**src/rtl/rr_link_arbiter.sv**
```systemverilog
// rtl/rr_link_arbiter.sv - round-robin burst arbiter sharing one data/en link; ARB_SRC_ID_EN adds src_id
module rr_link_arbiter #(
    parameter int N_REQ     = 4,
    parameter int W         = 4,
    parameter int MAX_BURST = 4,
    parameter int GAP_W     = 8
) (
    input  logic                 clk,
    input  logic                 rst,
    input  logic [N_REQ-1:0]     req,
    input  logic [N_REQ*W-1:0]   req_data,
    output logic [N_REQ-1:0]     ack,
    input  logic [GAP_W-1:0]     gap,
    output logic [W-1:0]         data,
    output logic                 en
`ifdef ARB_SRC_ID_EN
    ,
    output logic [$clog2(N_REQ)-1:0] src_id
`endif
);

    localparam int IW = $clog2(N_REQ);
    localparam int CW = $clog2(MAX_BURST + 1);

    typedef enum logic [1:0] {S_IDLE, S_BURST, S_GAP} state_t;

    state_t             state_q, state_d;
    logic [IW-1:0]      cur_q, cur_d;
    logic [IW-1:0]      last_q, last_d;
    logic [CW-1:0]      cnt_q, cnt_d;
    logic [GAP_W-1:0]   gap_cnt_q, gap_cnt_d;
    logic [W-1:0]       data_q;
    logic               en_q;
    logic [IW-1:0]      src_q;

    logic [N_REQ-1:0]   ack_c;
    logic [IW-1:0]      sel;
    logic [IW-1:0]      win;
    logic               win_vld;
    logic               end_burst;

    always_comb begin
        state_d   = state_q;
        cur_d     = cur_q;
        last_d    = last_q;
        cnt_d     = cnt_q;
        gap_cnt_d = gap_cnt_q;
        ack_c     = '0;
        sel       = cur_q;
        end_burst = 1'b0;
        win       = last_q;
        win_vld   = 1'b0;

        // Scan downward so the lowest offset after last_q is written last and wins.
        for (int k = N_REQ; k >= 1; k--) begin
            if (req[(int'(last_q) + k) % N_REQ]) begin
                win     = IW'((int'(last_q) + k) % N_REQ);
                win_vld = 1'b1;
            end
        end

        case (state_q)
            S_IDLE: begin
                if (win_vld) begin
                    ack_c[win] = 1'b1;
                    sel        = win;
                    cur_d      = win;
                    last_d     = win;
                    cnt_d      = CW'(1);
                    if (MAX_BURST == 1) end_burst = 1'b1;
                    else                state_d   = S_BURST;
                end
            end
            S_BURST: begin
                if (req[cur_q]) begin
                    ack_c[cur_q] = 1'b1;
                    cnt_d        = cnt_q + CW'(1);
                    if (cnt_d == CW'(MAX_BURST)) end_burst = 1'b1;
                end else begin
                    end_burst = 1'b1;
                end
            end
            S_GAP: begin
                gap_cnt_d = gap_cnt_q - GAP_W'(1);
                if (gap_cnt_q <= GAP_W'(1)) state_d = S_IDLE;
            end
            default: state_d = S_IDLE;
        endcase

        if (end_burst) begin
            if (gap == '0) begin
                state_d = S_IDLE;
            end else begin
                state_d   = S_GAP;
                gap_cnt_d = gap;
            end
        end
    end

    assign ack = rst ? '0 : ack_c;

    always_ff @(posedge clk) begin
        if (rst) begin
            state_q   <= S_IDLE;
            cur_q     <= '0;
            last_q    <= IW'(N_REQ - 1);
            cnt_q     <= '0;
            gap_cnt_q <= '0;
            data_q    <= '0;
            en_q      <= 1'b0;
            src_q     <= '0;
        end else begin
            state_q   <= state_d;
            cur_q     <= cur_d;
            last_q    <= last_d;
            cnt_q     <= cnt_d;
            gap_cnt_q <= gap_cnt_d;
            en_q      <= |ack_c;
            if (|ack_c) begin
                data_q <= req_data[int'(sel)*W +: W];
                src_q  <= sel;
            end
        end
    end

    assign data = data_q;
    assign en   = en_q;

`ifdef ARB_SRC_ID_EN
    assign src_id = src_q;
`else
    logic unused_src;
    assign unused_src = ^src_q;
`endif

endmodule

```
**config.mk**
```make
export PLATFORM = sky130hd
export DESIGN_NAME = rr_link_arbiter
export DESIGN_NICKNAME = d
export VERILOG_FILES = /design/src/rtl/rr_link_arbiter.sv
export SDC_FILE = /design/constraint.sdc
export NUM_CORES = 1
export LEC_CHECK = 0
export CORE_ASPECT_RATIO = 1.75
export CORE_MARGIN = 1.5
export CORE_UTILIZATION = 51
export DETAILED_ROUTE_END_ITERATION = 10
export PLACE_DENSITY_LB_ADDON = 0.12
export REMOVE_ABC_BUFFERS = 1
export SYNTH_ARGS = -nofsm -noshare
export SYNTH_HDL_FRONTEND = slang
export SYNTH_SLANG_ARGS = --single-unit
```
**constraint.sdc**
```tcl
create_clock -name clk -period 3.9 [get_ports clk]
set_input_delay 0.78 -clock clk [delete_from_list [all_inputs] [get_ports clk]]
set_output_delay 0.78 -clock clk [all_outputs]
set_load 0.03 [all_outputs]
```
==> flow_summary.ini <==
[layout]
diodes = 0
stdcell_count = 237
layout-drive-gt1-share = 0.110
layout.nets = 245
syn2layout_area_growth_pct = 34.0

[worst_setup_path]
endpoint_kind = output port
required_ns = 3.12
cp-start-kind = input pin
path_class = input pin to output port
cp.arrival_ns = 3.00
r2r_cells = 6
cp_max_fo = 7

[logic_synthesis]
synth_area_um2 = 1420
async_flop_share = 0
ys_ff_latch = 22
synth_fa_ha_area_frac = 0.0352
ys_types = 43
synth-compound-area-share = 0.233
yosysWarningCount = 0
synth-simple-area-share = 0.268
synth_top_family_by_area = simple AND/OR/NAND/NOR gates
synth_area_per_cell_um2 = 8.36
synth_ff_type = dfxtp_1
synth.mux.area_fraction = 0.0678
seq_area_frac_synth = 0.310
synth_edf_count = 0
synthCells = 170
yosys.area_share.xor_xnor = 0.0493

[detailed_routing]
drc = 0
wirelength_um = 3690
antenna_left = 0
dr.pass1.iters = 4
vias = 1448
drt_iter0_drc = 22
vias_per_cell = 6.11
avgRoutedWirePerCell_um = 15.6

[global_routing]
grt_start_max_net_pins = 23
antenna_found_initial = 0
grt_usage = 0.251
grt_overflow = 0
grt_pass1_vias = 1446
grt_first_pass_wirelength_um = 6060

[floorplanning]
pin_count = 39
chipWidth_um = 42.9
coreArea_um2 = 2690
start_util = 0.528
dieHeight_um = 72.8
die-area_um2 = 3120
row_count = 25

[timing]
worst_slack_ns = 0.124
min_period_ns = 3.78
setup_violations = 0
setup_tns_ns = 0
fin_skew_ns = 0.00293
fmax_mhz = 265
max-slew-margin-rel = 0.623
slew_viol_final = 0
finalHoldViolCount = 0
timing.final.crit_share = 0.968
rsz0062_at_grt = no
worst_slew_pin_slew_ns = 0.564

[pwr]
cellPowerDensity_nw_per_um2 = 475
p_leak_nw = 0.785
ir_drop_mv = 0.266
power.total_uw = 905

[clocking]
cts_tree = done
cts_root_buffer = clkbuf_8
cts.clk_slew.worst_paths_ns = 0.08
htree_levels = 1
clkLatencyLatePin_ns = 0.26
cts.sinks = 22
clockBufferDepth = 2
cts_buffers = 3
hold_buffers = 0

[placed_design]
dp_hpwl_um = 3010
dp.cells = 233
gp_congestion = 0.820
dp_slack_ns = 0.0471
portBuffers = 38

[status]
outcome = completed

[hold_path]
hold_path.class = register to register
min_path_cells = 2

[job]
drv_cap = 0
==> cells by family (layout without fill, tap and decap cells) <==
| group | count (synthesis) | after routing |
|---|---|---|
| AND/OR/NAND/NOR | 74 | 74 |
| AO/OA/AOI/OAI | 43 | 43 |
| flip-flops | 22 | 22 |
| buffers and inverters | 11 | 51 |
| XOR/XNOR | 8 | 8 |
| multiplexers | 8 | 8 |
| adder cells (fa/ha/maj) | 4 | 4 |
==> final timing paths <==
check,from,endpoint,slack [ns]
worst min-delay path,data[3]$_SDFFE_PP0P_,data[3]$_SDFFE_PP0P_,0.54
worst max register to register,cur_q[0]$_SDFF_PP0_,gap_cnt_q[2]$_SDFF_PP0_,1.69
worst max-delay path,req[3],ack[3],0.12
worst min register to register,data[3]$_SDFFE_PP0P_,data[3]$_SDFFE_PP0P_,0.54
==> cells in the mapped netlist (2+ instances only) <==
cell type	count	area (um^2)
nor2_1	31	116
dfxtp_1	22	440
a22oi_1	11	82.6
nand2_1	8	30.0
mux2i_1	7	70.1
a21oi_1	6	30.0
nor3_1	6	30.0
a211oi_1	5	37.5
a221oi_1	4	35.0
a31oi_1	4	25.0
and2_2	4	30.0
ha_1	4	50.1
nand3b_1	4	30.0
nor4_1	4	25.0
o21bai_1	4	30.0
xnor2_1	4	35.0
xor2_1	4	35.0
clkbuf_1	3	11.3
inv_1	3	11.3
nand2b_1	3	18.8
nor2b_1	3	18.8
and3_1	2	12.5
buf_2	2	10.0
buf_4	2	15.0
or3_1	2	12.5
==> sequential cells by signal (all words and copies together) (netlist names) <==
register,cells
gap_cnt_q,8
last_q,2
state_q,2
en,1
cnt_q,3
cur_q,2
data,4
==> through the flow <==
stage | utilization | area (um^2) | hold slack, ns
after global placement | 0.684 | 1840 | 0.513
after global routing | 0.708 | 1900 | 0.548
after floorplan | - | 1380 | 0.493
after detailed placement | 0.684 | 1840 | 0.527
after CTS | 0.704 | 1890 | 0.540
final | 0.708 | 1900 | 0.537
==> critical path, stage by stage <==
cell and delay, ns:
clkdlybuf4s50_1 0.50, mux4_2 0.57, and2_4 0.18, and3_1 0.17
a31oi_1 0.15, nor2_1 0.06, clkdlybuf4s50_1 0.59
==> final cells by class <==
class,count,area (um^2)
multi-input combinational,137,933
fill,218,786
sequential,22,440
timing repair buffer,44,430
clock buffer,4,55.1
tap,27,33.8
inverter,3,11.3
==> power breakdown <==
group          switching [mW]  internal (mW)
sequential             0.0500          0.269
clock                  0.0699         0.0899
combinational           0.224          0.203
==> layer usage <==
metal,part of all wire,vias up,global-route usage
li1,-,710,-
met2,0.60,28,0.495
met4,0.024,0,0.139
met5,0,-,0
met1,0.35,700,0.232
met3,0.024,10,0.0371
==> cell usage in the layout (no fill, tap or decap), types with 5 or more instances in the layout <==
cell / synthesis / routed
a211oi_1: 5 / 5
nand2_1: 8 / 8
nor3_1: 6 / 6
clkdlybuf4s50_1: 0 / 36
nor2_1: 31 / 31
mux2i_1: 7 / 7
a21oi_1: 6 / 5
a22oi_1: 11 / 11
dfxtp_1: 22 / 22
buf_4: 2 / 6
==> repair_timing <==
item	in CTS	in global routing
endpoints found under the setup margin	0	3
resized for setup	0	5
setup buffers	0	0
(Power assumes the default switching activity.)
